===== src/rtl/sync_ram_dp.sv =====
// Simple-dual-port synchronous RAM with byte enables, selectable read-during-write
// behaviour and a zero-fill sequencer. Define SYNC_RAM_OUTREG_EN for a 2-cycle registered read.
module sync_ram_dp #(
   parameter int DATA_W   = 32,
   parameter int DEPTH    = 16,
   parameter int ADDR_W   = 4,
   parameter int RDW_MODE = 0
) (
   input  logic                  clk,
   input  logic                  rst_n,
   input  logic                  clr,
   output logic                  busy,
   input  logic                  wr_en,
   input  logic [ADDR_W-1:0]     wr_addr,
   input  logic [DATA_W-1:0]     wr_data,
   input  logic [DATA_W/8-1:0]   wr_be,
   input  logic                  rd_en,
   input  logic [ADDR_W-1:0]     rd_addr,
   output logic                  rd_valid,
   output logic [DATA_W-1:0]     rd_data,
   output logic                  addr_err
);

   localparam int NB = DATA_W / 8;
   localparam logic [ADDR_W:0]   DEPTH_A = (ADDR_W + 1)'(DEPTH);
   localparam logic [ADDR_W-1:0] LAST    = ADDR_W'(DEPTH - 1);

   typedef enum logic {CLEAR, READY} state_t;

   state_t            state, state_nxt;
   logic [ADDR_W-1:0] cnt, cnt_nxt;
   logic [DATA_W-1:0] mem [0:DEPTH-1];

   logic              wr_acc, rd_acc, wr_in, rd_in, wr_ok, rd_ok, fill_we;
   logic [DATA_W-1:0] wr_merged, rd_word;
   logic              rd_valid1, addr_err1;
   logic [DATA_W-1:0] rd_data1;

   always_ff @(posedge clk or negedge rst_n) begin
      if (!rst_n) begin
         state <= CLEAR;
         cnt   <= '0;
      end else begin
         state <= state_nxt;
         cnt   <= cnt_nxt;
      end
   end

   always_comb begin
      state_nxt = state;
      cnt_nxt   = cnt;
      case (state)
         CLEAR: begin
            if (clr) begin
               cnt_nxt = '0;
            end else if (cnt == LAST) begin
               state_nxt = READY;
               cnt_nxt   = '0;
            end else begin
               cnt_nxt = cnt + 1'b1;
            end
         end
         READY: begin
            if (clr) begin
               state_nxt = CLEAR;
               cnt_nxt   = '0;
            end
         end
         default: begin
            state_nxt = CLEAR;
            cnt_nxt   = '0;
         end
      endcase
   end

   assign busy    = (state == CLEAR);
   assign fill_we = busy && !clr;
   assign wr_acc  = wr_en && !busy;
   assign rd_acc  = rd_en && !busy;
   assign wr_in   = {1'b0, wr_addr} < DEPTH_A;
   assign rd_in   = {1'b0, rd_addr} < DEPTH_A;
   assign wr_ok   = wr_acc && wr_in;
   assign rd_ok   = rd_acc;

   // Merged word is both what gets stored and what a new-data RDW read returns.
   always_comb begin
      wr_merged = '0;
      if (wr_in) begin
         wr_merged = mem[wr_addr];
      end
      for (int i = 0; i < NB; i++) begin
         if (wr_be[i]) begin
            wr_merged[8*i +: 8] = wr_data[8*i +: 8];
         end
      end
   end

   always_comb begin
      rd_word = '0;
      if (rd_in) begin
         if (RDW_MODE == 1 && wr_ok && wr_addr == rd_addr) begin
            rd_word = wr_merged;
         end else begin
            rd_word = mem[rd_addr];
         end
      end
   end

   always_ff @(posedge clk) begin
      if (fill_we) begin
         mem[cnt] <= '0;
      end else if (wr_ok) begin
         mem[wr_addr] <= wr_merged;
      end
   end

   always_ff @(posedge clk or negedge rst_n) begin
      if (!rst_n) begin
         rd_valid1 <= 1'b0;
         rd_data1  <= '0;
         addr_err1 <= 1'b0;
      end else begin
         rd_valid1 <= rd_ok;
         addr_err1 <= (rd_acc && !rd_in) || (wr_acc && !wr_in);
         if (rd_ok) begin
            rd_data1 <= rd_word;
         end
      end
   end

`ifdef SYNC_RAM_OUTREG_EN
   logic              rd_valid2, addr_err2;
   logic [DATA_W-1:0] rd_data2;

   always_ff @(posedge clk or negedge rst_n) begin
      if (!rst_n) begin
         rd_valid2 <= 1'b0;
         rd_data2  <= '0;
         addr_err2 <= 1'b0;
      end else begin
         rd_valid2 <= rd_valid1;
         addr_err2 <= addr_err1;
         if (rd_valid1) begin
            rd_data2 <= rd_data1;
         end
      end
   end

   assign rd_valid = rd_valid2;
   assign rd_data  = rd_data2;
   assign addr_err = addr_err2;
`else
   assign rd_valid = rd_valid1;
   assign rd_data  = rd_data1;
   assign addr_err = addr_err1;
`endif

endmodule


===== config.mk =====
export PLATFORM = sky130hd
export DESIGN_NAME = sync_ram_dp
export DESIGN_NICKNAME = d
export VERILOG_FILES = /design/src/rtl/sync_ram_dp.sv
export SDC_FILE = /design/constraint.sdc
export NUM_CORES = 1
export LEC_CHECK = 0
export CAP_MARGIN = 10
export CORE_MARGIN = 2
export CORE_UTILIZATION = 40
export DETAILED_ROUTE_END_ITERATION = 6
export HOLD_SLACK_MARGIN = 0.15
export PLACE_DENSITY = 0.56
export SYNTH_ARGS = -nofsm -noshare
export SYNTH_HDL_FRONTEND = slang
export SYNTH_SLANG_ARGS = --single-unit

===== constraint.sdc =====
create_clock -name clk -period 3 [get_ports clk]
set_input_delay 0.6 -clock clk [delete_from_list [all_inputs] [get_ports clk]]
set_output_delay 0.6 -clock clk [all_outputs]
set_load 0.02 [all_outputs]

# [Word-level counts from Yosys, hierarchy flattened]
# Memory sizes are Yosys's and may differ from the RTL's. A register that Yosys moved wholly into a read port is not among the register bits.
# Cells that the tools add are included.
[word_totals] register_bits=6 ramBits=512 word_cells=42 n_memories=1
[mem_list] memory="mem" depth=16 word_bits=32 rd=1 rd_clocked_by_memory_dff=1 write_ports=1 line="32" source="logic [DATA_W-1:0] mem [0:DEPTH-1];"
[op_classes] addsub=1 n_eq_ne=6 n_mux=20 n_bitwise=1 n_reduce_logical=10
[op_table] op="32-bit two-way mux" count=1
[op_table] op="8-bit two-way mux" count=4
[op_table] op="32-bit OR reduction" count=1
[op_table] op="4-bit two-way mux" count=5
[op_table] op="1-bit two-way mux" count=8
[op_table] op="4-bit one-hot mux with 2 select lines" count=1
[op_table] op="2-bit AND reduction" count=4
[op_table] op="4-bit by 1-bit adder with 4-bit output, second input constant" count=1
[op_table] op="4-bit equality test, second input constant" count=1
[op_table] op="1-bit != test, second input constant" count=4
[op_table] op="1-bit logical AND" count=3
[op_table] op="1-bit logical NOT" count=2
[op_table] op="2-bit != test, second input constant" count=1
[op_table] op="1-bit one-hot mux with 2 select lines" count=1
[op_table] op="1-bit inverter" count=1

# [Logic depth before layout (Yosys ltp)]
# Gate-level depths: netlist of the first run.
[logic_depth] word_depth=7 ltp_mapped=7 depth_no_buf=4

# [Worst setup path before layout of the first run]
# OpenSTA, ideal clock, no wires.
[synth_path] path_kind="input to register" start="input port wr_be[0]" end="memory mem[9][10], enable pin" arrival_time_ns=2.144 setup_slack_ns=0.473 cell_stages=6 path_cell_list="nor4_4 > nor2_4 > buf_8 > mux2i_4 > buf_6 > nor3_1"
[synth_between] elab_chain_cells=4
[synth_lines] item="start: declaration" line="16" source="input logic [DATA_W/8-1:0] wr_be,"
[synth_lines] item="1-bit != test (no line) (*)"
[synth_lines] item="2-bit AND reduction (no line) (*)"
[synth_lines] item="32-bit OR reduction (no line) (*)"
[synth_lines] item="4-bit two-way mux (no line)"
[synth_lines] item="end: declaration" line="32"
# Every way passes the cells marked *; elsewhere a longest branch is shown, timed or not.

# [Worst setup path in the final report of the first run]
[layout_path] start="register state" end="memory mem[9][29], enable pin"
[layout_between] elab_chain_cells=7
[layout_lines] item="start: declaration" line="30" source="state_t state, state_nxt;"
[layout_lines] item="start signal: assignment" line="44" source="state <= state_nxt;"
[layout_lines] item="1-bit logical AND or 1-bit inverter (tied branches)" line="78, 76"
[layout_lines] item="1-bit two-way mux or 1-bit logical AND (tied branches)" line="112, 77"
[layout_lines] item="1-bit two-way mux" line="110" source="if (fill_we) begin"
[layout_lines] item="1-bit two-way mux (not written as such)" line="113" source="mem[wr_addr] <= wr_merged;"
[layout_lines] item="2-bit AND reduction (no line)"
[layout_lines] item="32-bit OR reduction (no line)"
[layout_lines] item="4-bit two-way mux (no line)"
# Parallel ways exist; a longest one is shown, timed or not.

==> results of run 1 <==
## critical path: stages (launching register included)
cell and delay, ps:
dfrtp_1 600, nand2_1 170, nor2_4 180, buf_12 160
mux2i_4 870, nor3_1 180, buf_4 220
## final cells by class
class / count / area share
flip-flops and latches: 550 / 0.628
multi-input cells: 718 / 0.199
repair buffers: 189 / 0.0693
clock buffers: 70 / 0.0575
well taps: 696 / 0.0335
clock inverters: 30 / 0.0122
inverters: 2 / 0.000289
## logic make-up after synthesis
family,after synthesis
buffers and inverters,85
AND/OR/NAND/NOR,336
AO/OA/AOI/OAI,113
XOR/XNOR,1
flip-flops,550
other,1
multiplexers,266
adder cells (fa/ha/maj),1
## what timing repair did
| item | 4_1_cts | 5_1_grt |
|---|---|---|
| hold endpoints to repair | 17 | 0 |
| gates resized for setup | 0 | 0 |
| hold buffers | 1 | 0 |
## through the flow
stage               std cells  TNS, ps
finish                   2255        0
global route             2255        0
CTS                      2255        0
detailed placement       2154   -24690
global placement         2154   -14280
floorplan                1353        0
## layout by cell type (no fill, tap or decap), types with 2 or more instances in the layout
cell type	n
a21oi_1	34
a22oi_1	73
a31oi_1	5
and2_1	32
buf_12	14
buf_4	92
bufinv_16	7
clkbuf_1	11
clkbuf_16	57
clkbuf_8	2
clkdlybuf4s50_1	80
clkinv_1	10
clkinv_2	12
dfrtp_1	38
edfxtp_1	512
inv_1	2
mux2_2	2
mux2i_1	258
mux2i_4	5
nand2_1	116
nand3_1	73
nand4_1	23
nor2_1	9
nor2_4	3
nor2b_1	9
nor2b_4	2
nor3_1	63
## power by group through the flow
stage	clock, mW	combinational, mW	sequential (mW)
floorplan	0	0.469	8.70
global placement	0	0.982	8.64
detailed placement	0	0.992	8.64
CTS	7.04	0.995	8.48
global route	7.32	1.05	8.49
finish	6.92	0.981	8.48
## registers in the layout (all words and copies together), names as in the netlist
register / flops
rd_data: 32
cnt: 4
mem: 512
state: 1
rd_valid: 1
## worst min path at each step
stage	from	to	slack (ps)	cells after the start
2_1_floorplan	rst_n	cnt[0]	300	0
3_3_place_gp	rd_data[24]	rd_data[24]	470	2
3_5_place_dp	rd_data[8]	rd_data[8]	480	2
4_1_cts	rd_data[8]	rd_data[8]	490	2
5_1_grt	rd_data[8]	rd_data[8]	510	2
6_report	rd_data[8]	rd_data[8]	480	2
## metal layers
layer	wire length [um]	track usage	vias to the layer above
met3	1910	0.0236	87
met2	26400	0.327	247
met1	23800	0.259	6165
met5	0	0	-
li1	-	-	5557
met4	1330	0.0619	0
==> results.md, run 1 <==
* Outcome: finished, final reports clean
* First-pass GRT wire length at 80200 um
* Clock Tree Root: clkbuf_16
* Core Area at 0.0539 mm^2
* Post-Synthesis Cell Area at about 0.022 mm^2
* Clock Sinks at 550
* Post-Synth Simple-Gate Area at 0.0747
* Via density at about 5.3
* Final Setup Violations at 0
* Count leader, synth: edfxtp_1
* Leak Pwr at between 9 and 10 nW
* Multi-input gate area at 0.00518 mm^2
* Cell Area, Placed at 0.0242 mm^2
* Initial antenna violation count at 0
* Pwr dens at ~630 mW/mm^2
* H-tree levels at 2
* Largest net degree at the start of global routing at 65
* Pre-CTS WS at -154 ps
* IO Pins at 84
* Layout Skew at roughly 8.4 ps
* Max-Cap Viols at 0
* Commonest cells post-synth: edfxtp_1, mux2i_1, nand2_1, nand3_1, a22oi_1
* Total power at 16.4 mW
* Area share of fa/ha/maj cells after synthesis at 0.000572
* Global route total overflow at 0
* Vias in the first global route at 12700
* Row count at 85
* Postcts setup bufs at 0
* Gpl congestion at a little under 0.8
* CP Launch Point: state
* Netlist cell types at 30
* CTS max path bufs at 3
* Yosys warns at 0
* Switching share of power at 0.211
* Layout cells sized above 1 at 0.131
* Crit Path Category: register to register
* Nets at 1567
* Top-area cell type share of the netlist area at 0.703
* Cell count after synthesis at between 1000 and 1500
* Reg-to-reg startpoint: state
* Fraction of registers with async set/reset at 0.0691
* Max FO, Critical Path at 16
* Via Count at approximately 12000
* Flip-flop and latch area at 0.0163 mm^2
* Syn Area/Cell at 16.2 um^2
* Die W at approximately 240 um
* Final period demand of the worst path at 2640 ps
* Largest family of logic cells by synthesized area: multiplexers
* Fill count at 4549
* Number of port buffers at 82
* Synth Area in Compound Gates at 0.0345
* Fmax achieved at 0.378 GHz
* Slew Viols, Final at 0
* CTS tree: done
* Leading register cell type out of synthesis: edfxtp_1
* DRT iter0 DRCs at 824
* Antenna-violating nets left at 0
* Startpoint class of the critical path: register
* Syn nets at 1403
* Fin Hold WS at about 480 ps
* Post-synthesis sequential area ratio at 0.746
* Final Hold Viols at 0
* Final WL at 53500 um
* Synth top area cells: edfxtp_1, mux2i_1, dfrtp_1
* Critical Path Sink: mem[9][29]
* #FFs+latches synth at 550
* Clk pwr share at 0.422
* Reg2reg end: mem[9][29]
* TritonRoute pass-1 iters at 5
* Synth Area in XOR/XNOR at 0.000400
* Setup slack, reg-to-reg at 360 ps
* Final WS setup at 357 ps
* Final Cycle Share at 0.881
* Final instance area at 0.0260 mm^2
* Drt drc at 0
* Worst slew pin tran at about 1100 ps
* Sequential power share at 0.518
* DIE AREA at 0.0566 mm^2
* Data arrival, critical path at 3010 ps
* Number of flops mapped to enable cells by yosys at 512
* Combinational power share at 0.060
* Clock Pin Slew Worst Setup and Hold Paths at 60 ps
* Antenna cells at 0
* GRT Total Usage at 0.193
* Net Sw Power at 3.45 mW
* Post-synthesis mux area share at 0.125
* Min-delay worst type: register to register
* Layout area overhead at 18.8%
* Die Ht at 238 um
* Total CTS buffers at 56
* Synth area leader: edfxtp_1
* Crit. End Element: register
* Initial Util at 0.406
* DP HPWL at 33500 um
* FF-to-FF path depth at 6
* Pint at approximately 13 mW
* Worst slew margin at 0.280
* Worst skew pair latency at around 600 ps
* Maximum vdd drop at 0.378 mV
* Unrepaired setup endpoints after global routing: no
* Routed WL per cell at 23.7 um
* Required time worst endpoint at 3360 ps
* Utilization after layout at 0.482
Note: power is estimated with default switching activity, not from simulation.
==> inputs of run 2 (changes only) <==
Settings changed: CORE_MARGIN 2 to 3.
==> results.md, run 2 (synthesis gave the netlist of run 1 again) <==
* Outcome: finished, final reports clean
* Core Area at 0.0539 mm^2 (unchanged)
* Worst slew margin at 0.178 (-0.101)
* Hold Crit Depth at 2 (unchanged)
* Pint at 12.5 mW (-3.2%)
* DIE AREA at 0.0575 mm^2 (+1.7%)
* Reg2reg end: mem[2][23]
* Hold_sp: rd_data[30]
* Drt drc at 0 (unchanged)
* Final Setup Violations at 0 (unchanged)
* Critical path's largest stage delay at 640 ps (-230 ps)
* Number of port buffers at 82 (unchanged)
* Antenna cells at 0 (unchanged)
* Die Ht at 240 um (+0.84%)
* Layout cells sized above 1 at 0.138 (+0.00613)
* Via Count at 12300 (+1.7%)
* DRT iter0 DRCs at 1051 (+28%)
* Setup slack, reg-to-reg at 320 ps (-40 ps)
* CTS max path bufs at 3 (unchanged)
* Min-delay worst type: register to register
* Data arrival, critical path at 2140 ps (-870 ps)
* Unrepaired setup endpoints after global routing: no
* Gpl congestion at 0.764 (-2.5%)
* Final Cycle Share at 0.912 (+0.0312)
* Biggest register: mem
* CTS tree: done
* Startpoint class of the critical path: register
* Leak Pwr at 9.90 nW (+0.10%)
* Buffer and inverter count on the worst path at 3 (+1)
* Postcts setup bufs at 0 (unchanged)
* Routed WL per cell at 23.8 um (+0.26%)
* First-pass GRT wire length at 80600 um (+0.45%)
* WHS Endpoint: rd_data[30]
* TritonRoute pass-1 iters at 5 (unchanged)
* IO Pins at 84 (unchanged)
* Max FFs per register at 512 (unchanged)
* Die W at 240 um (+0.84%)
* Switching share of power at 0.213 (+0.00195)
* Pwr dens at 611 mW/mm^2 (-3.0%)
* Fmax achieved at 0.365 GHz (-3.4%)
* Reg-to-reg startpoint: state
* Final Hold Viols at 0 (unchanged)
* Antenna-violating nets left at 0 (unchanged)
* Initial Util at 0.406 (unchanged)
* H-tree levels at 2 (unchanged)
* Row count at 85 (unchanged)
* Total CTS buffers at 55 (-1.8%)
* Post-CTS Hold Buffers at 1 (unchanged)
* Clock Tree Root: clkbuf_16
* CTS resizes at 0 (unchanged)
* Clock Sinks at 550 (unchanged)
* Clk pwr share at 0.402 (-0.020)
* Global route total overflow at 0 (unchanged)
* Commonest non-fill, non-tap cells in the layout: edfxtp_1, mux2i_1, nand2_1, buf_4, clkdlybuf4s50_1
* Initial antenna violation count at 2 (+2)
* Worst slew pin tran at 1220 ps (+165 ps)
* Max-Cap Viols at 0 (unchanged)
* Layout Skew at 11.8 ps (+3.32 ps)
* Final period demand of the worst path at 2740 ps (+93.7 ps)
* Vias in the first global route at 12600 (-0.86%)
* Clock Pin Slew Worst Setup and Hold Paths at 60 ps (about the same)
* Net Sw Power at 3.38 mW (-2.0%)
* Worst skew pair latency at 590 ps (about the same)
* Fill count at 4571 (+0.48%)
* Crit-path leading delay family: buffers and inverters
* FF-to-FF path depth at 5 (-1)
* CP Launch Point: state
* Slew Viols, Final at 0 (unchanged)
* Combinational power share at 0.064 (+0.004)
* Maximum vdd drop at 0.422 mV (+12%)
* Max FO, Critical Path at 7 (-9)
* Commonest non-fill, non-tap cell in the layout: edfxtp_1
* Crit Path Category: register to output port
* Crit. End Element: output port
* Required time worst endpoint at 2400 ps (-960 ps)
* DP HPWL at 34100 um (+2.0%)
* Cell Chain, Critical Path: buf_4, inv_1, clkdlybuf4s50_1
* Final WL at 54200 um (+1.4%)
* Nets at 1591 (+1.5%)
* Total power at 15.9 mW (-2.9%)
* Cell Area, Placed at 0.0243 mm^2 (+0.60%)
* GRT Total Usage at 0.190 (-0.00236)
* Slowest cell on crit path: clkdlybuf4s50_1
* Via density at 5.38 (+0.60%)
* Final instance area at 0.0260 mm^2 (about the same)
* Sequential power share at 0.533 (+0.015)
* Largest net degree at the start of global routing at 65 (unchanged)
* Layout area overhead at 18.9% (about the same)
run 2: cell count changes in the layout (fill, tap and decap cells not counted), moves of 3 or more:
cell and delta:
bufinv_16 -5, clkbuf_1 +11, buf_4 +21, clkbuf_4 +3, clkinv_2 -7
run 2: worst min-delay path, cell delays in order, from the launching register on:
cell	delay, ps
dfrtp_1	340
nand2_1	50
nand3_1	50
run 2: how the worst max path moves through the flow:
stage                  end  slack [ps]  cells after the start
5_1_grt        mem[12][16]         130                      4
3_3_place_gp    mem[2][31]        -530                      6
6_report              busy         260                      3
3_5_place_dp    mem[6][25]        -440                      6
4_1_cts         mem[6][27]         160                      5
2_1_floorplan   mem[9][10]         470                      6
run 2: metrics by stage:
step	util	std cells	TNS [ps]	hold WS (ps)	worst slack, ps
finish	0.483	2280	0	474	263
global route	0.483	2280	0	519	132
CTS	0.482	2276	0	481	159
detailed placement	0.451	2175	-26380	467	-436
global placement	0.451	2172	-39350	472	-533
floorplan	-	1353	0	304	473
run 2: routing by layer:
| layer | wire, um | share of wire | vias up | global-route usage |
|---|---|---|---|---|
| li1 | - | - | 5608 | - |
| met1 | 23500 | 0.43 | 6257 | 0.259 |
| met2 | 26300 | 0.49 | 311 | 0.311 |
| met3 | 3040 | 0.056 | 85 | 0.0376 |
| met4 | 1350 | 0.025 | 2 | 0.0579 |
| met5 | 12 | 0.00022 | - | 0 |
run 2: power groups by stage:
stage / Combinational (mW) / Clock [mW] / Sequential [mW]
after floorplan: 0.469 / 0 / 8.70
after detailed placement: 1.03 / 0 / 8.64
final: 1.02 / 6.40 / 8.48
after CTS: 1.03 / 6.53 / 8.49
after global placement: 1.02 / 0 / 8.64
after global routing: 1.09 / 6.84 / 8.49
run 2: final cells by class:
cell class,count,area (um^2),share of cell area
Clock buffer,80,1520,0.0585
Clock inverter,20,138,0.00529
Inverter,2,7.51,0.000288
Multi-Input combinational cell,718,5190,0.199
Sequential cell,550,16300,0.627
Tap cell,696,871,0.0335
Timing Repair Buffer,214,1970,0.0758
==> inputs of run 3 (changes only) <==
Settings changed: SLEW_MARGIN set to 10.
==> results.md, run 3 (synthesis gave the netlist of run 1 again) <==
* Outcome: finished, final reports clean
* Crit-path leading delay family: buffers and inverters
* Postcts setup bufs at 0 (unchanged)
* Required time worst endpoint at 2400 ps (about the same)
* CTS resizes at 0 (unchanged)
* Antenna-violating nets left at 0 (unchanged)
* Buffer and inverter count on the worst path at 3 (unchanged)
* Initial antenna violation count at 1 (-1)
* Reg2reg end: mem[2][19]
* First-pass GRT wire length at 81000 um (+0.55%)
* Final WL at 54300 um (+0.14%)
* Layout cells sized above 1 at 0.149 (+0.0112)
* Max FO, Critical Path at 7 (unchanged)
* Clk pwr share at 0.420 (+0.018)
* Crit. End Element: output port
* Max-Cap Viols at 0 (unchanged)
* Fmax achieved at 0.362 GHz (-0.87%)
* Maximum vdd drop at 0.447 mV (+6.0%)
* Net Sw Power at 3.51 mW (+3.7%)
* Final Hold Viols at 0 (unchanged)
* Via density at 5.37 (-0.24%)
* Reg-to-reg startpoint: state
* Min-delay worst type: register to register
* WHS Endpoint: rd_data[30]
* Hold_sp: rd_data[30]
* Clock Sinks at 550 (unchanged)
* Antenna cells at 0 (unchanged)
* Row count at 85 (unchanged)
* TritonRoute pass-1 iters at 5 (unchanged)
* Slew Viols, Final at 0 (unchanged)
* Switching share of power at 0.214 (+0.00149)
* Worst slew margin at 0.181 (+0.00289)
* CTS max path bufs at 3 (unchanged)
* Post-route insts no fill at 2282 (+0.088%)
* Total CTS buffers at 57 (+3.6%)
* Sequential power share at 0.518 (-0.015)
* CTS tree: done
* Drt drc at 0 (unchanged)
* Startpoint class of the critical path: register
* Number of port buffers at 82 (unchanged)
* DRT iter0 DRCs at 911 (-13%)
* Clock Tree Root: clkbuf_16
* Placed cells at 2172 (-0.14%)
* Slowest cell on crit path: clkdlybuf4s50_1
* Unrepaired setup endpoints after global routing: no
* Nets at 1588 (-0.19%)
* Vias in the first global route at 12500 (-0.63%)
* Cell Chain, Critical Path: buf_4, inv_1, clkdlybuf4s50_1
* Pint at 12.9 mW (+2.8%)
* Clock Pin Slew Worst Setup and Hold Paths at 60 ps (about the same)
* Final Cycle Share at 0.920 (+0.00804)
* Commonest non-fill, non-tap cells in the layout: edfxtp_1, mux2i_1, nand2_1, buf_4, clkdlybuf4s50_1
* Fill count at 4599 (+0.61%)
* Largest net degree at the start of global routing at 65 (unchanged)
* Layout Skew at 8.89 ps (-2.87 ps)
* Final period demand of the worst path at 2760 ps (+24.1 ps)
* DIE AREA at 0.0575 mm^2 (unchanged)
* Routed WL per cell at 23.8 um (about the same)
* DP HPWL at 34100 um (about the same)
* IO Pins at 84 (unchanged)
* Final Setup Violations at 0 (unchanged)
* Worst slew pin tran at 1220 ps (-4.30 ps)
* Via Count at 12200 (-0.15%)
* Worst skew pair latency at 590 ps (about the same)
* Combinational power share at 0.062 (-0.002)
* Die Ht at 240 um (unchanged)
* Die W at 240 um (unchanged)
* H-tree levels at 2 (unchanged)
* Layout area overhead at 19.7%
* Setup slack, reg-to-reg at 280 ps (-40 ps)
* Data arrival, critical path at 2160 ps (+20 ps)
* Hold Crit Depth at 2 (unchanged)
* Core Area at 0.0539 mm^2 (unchanged)
* Commonest non-fill, non-tap cell in the layout: edfxtp_1
* Fin Setup TNS at 0 ps (unchanged)
* Global route total overflow at 0 (unchanged)
* Critical path's largest stage delay at 640 ps (about the same)
* Biggest register: mem
* FF-to-FF path depth at 5 (unchanged)
* GRT Total Usage at 0.191 (+0.000732)
* Gpl congestion at 0.764 (unchanged)
* Max FFs per register at 512 (unchanged)
* Crit Path Category: register to output port
* Pwr dens at 626 mW/mm^2 (+2.4%)
* Leak Pwr at 9.99 nW (+0.85%)
* Initial Util at 0.406 (unchanged)
run 3: layout make-up:
cell class	instances	area, um^2	share of cell area
Clock inverter	34	264	0.0101
Clock buffer	73	1570	0.0599
Multi-Input combinational cell	718	5220	0.199
Sequential cell	550	16300	0.623
Inverter	2	7.51	0.000287
Timing Repair Buffer	209	1930	0.0739
Tap cell	696	871	0.0333
run 3: what timing repair did:
item | in CTS | in global routing
hold buffers | 0 | 1
endpoints found under the setup margin | 0 | 0
endpoints found under the hold margin | 0 | 2
run 3: how the worst max path moves through the flow:
stage | start | to | cells after the start
final | state | busy | 3
after global routing | state | mem[12][16] | 4
after CTS | state | mem[6][25] | 5
after detailed placement | wr_be[0] | mem[6][25] | 6
after global placement | wr_be[0] | mem[2][31] | 6
after floorplan | wr_be[0] | mem[9][10] | 6
run 3: per-layer routing:
| layer | up-vias | share of wire | GRT usage |
|---|---|---|---|
| met5 | - | 0.00022 | 0 |
| met1 | 6259 | 0.44 | 0.262 |
| met3 | 72 | 0.051 | 0.0353 |
| met2 | 312 | 0.49 | 0.317 |
| li1 | 5599 | - | - |
| met4 | 2 | 0.020 | 0.0483 |
run 3: per-stage QoR:
stage                     setup slack (ps)  area, um^2  total power [mW]  utilization  hold WS, ps
after CTS                              159       26200              16.5        0.485          150
after global routing                   144       26200              16.9        0.486          522
after floorplan                        473       21900              9.17            -          304
after global placement                -533       24300              9.66        0.451          472
final                                  239       26200              16.4        0.486          475
after detailed placement              -440       24300              9.67        0.451          470
run 3: worst register-to-register path, stage by stage (launching register included):
cell     delay (ps)
dfrtp_1         540
nand2_1         160
nor2_4          330
mux2i_1         170
buf_4           170
nor3_1          970
run 3: power groups by stage:
stage / combinational (mW) / sequential [mW] / clock, mW
floorplan: 0.469 / 8.70 / 0
global placement: 1.02 / 8.64 / 0
detailed placement: 1.03 / 8.64 / 0
CTS: 1.03 / 8.49 / 7.00
global route: 1.09 / 8.49 / 7.33
finish: 1.02 / 8.48 / 6.88
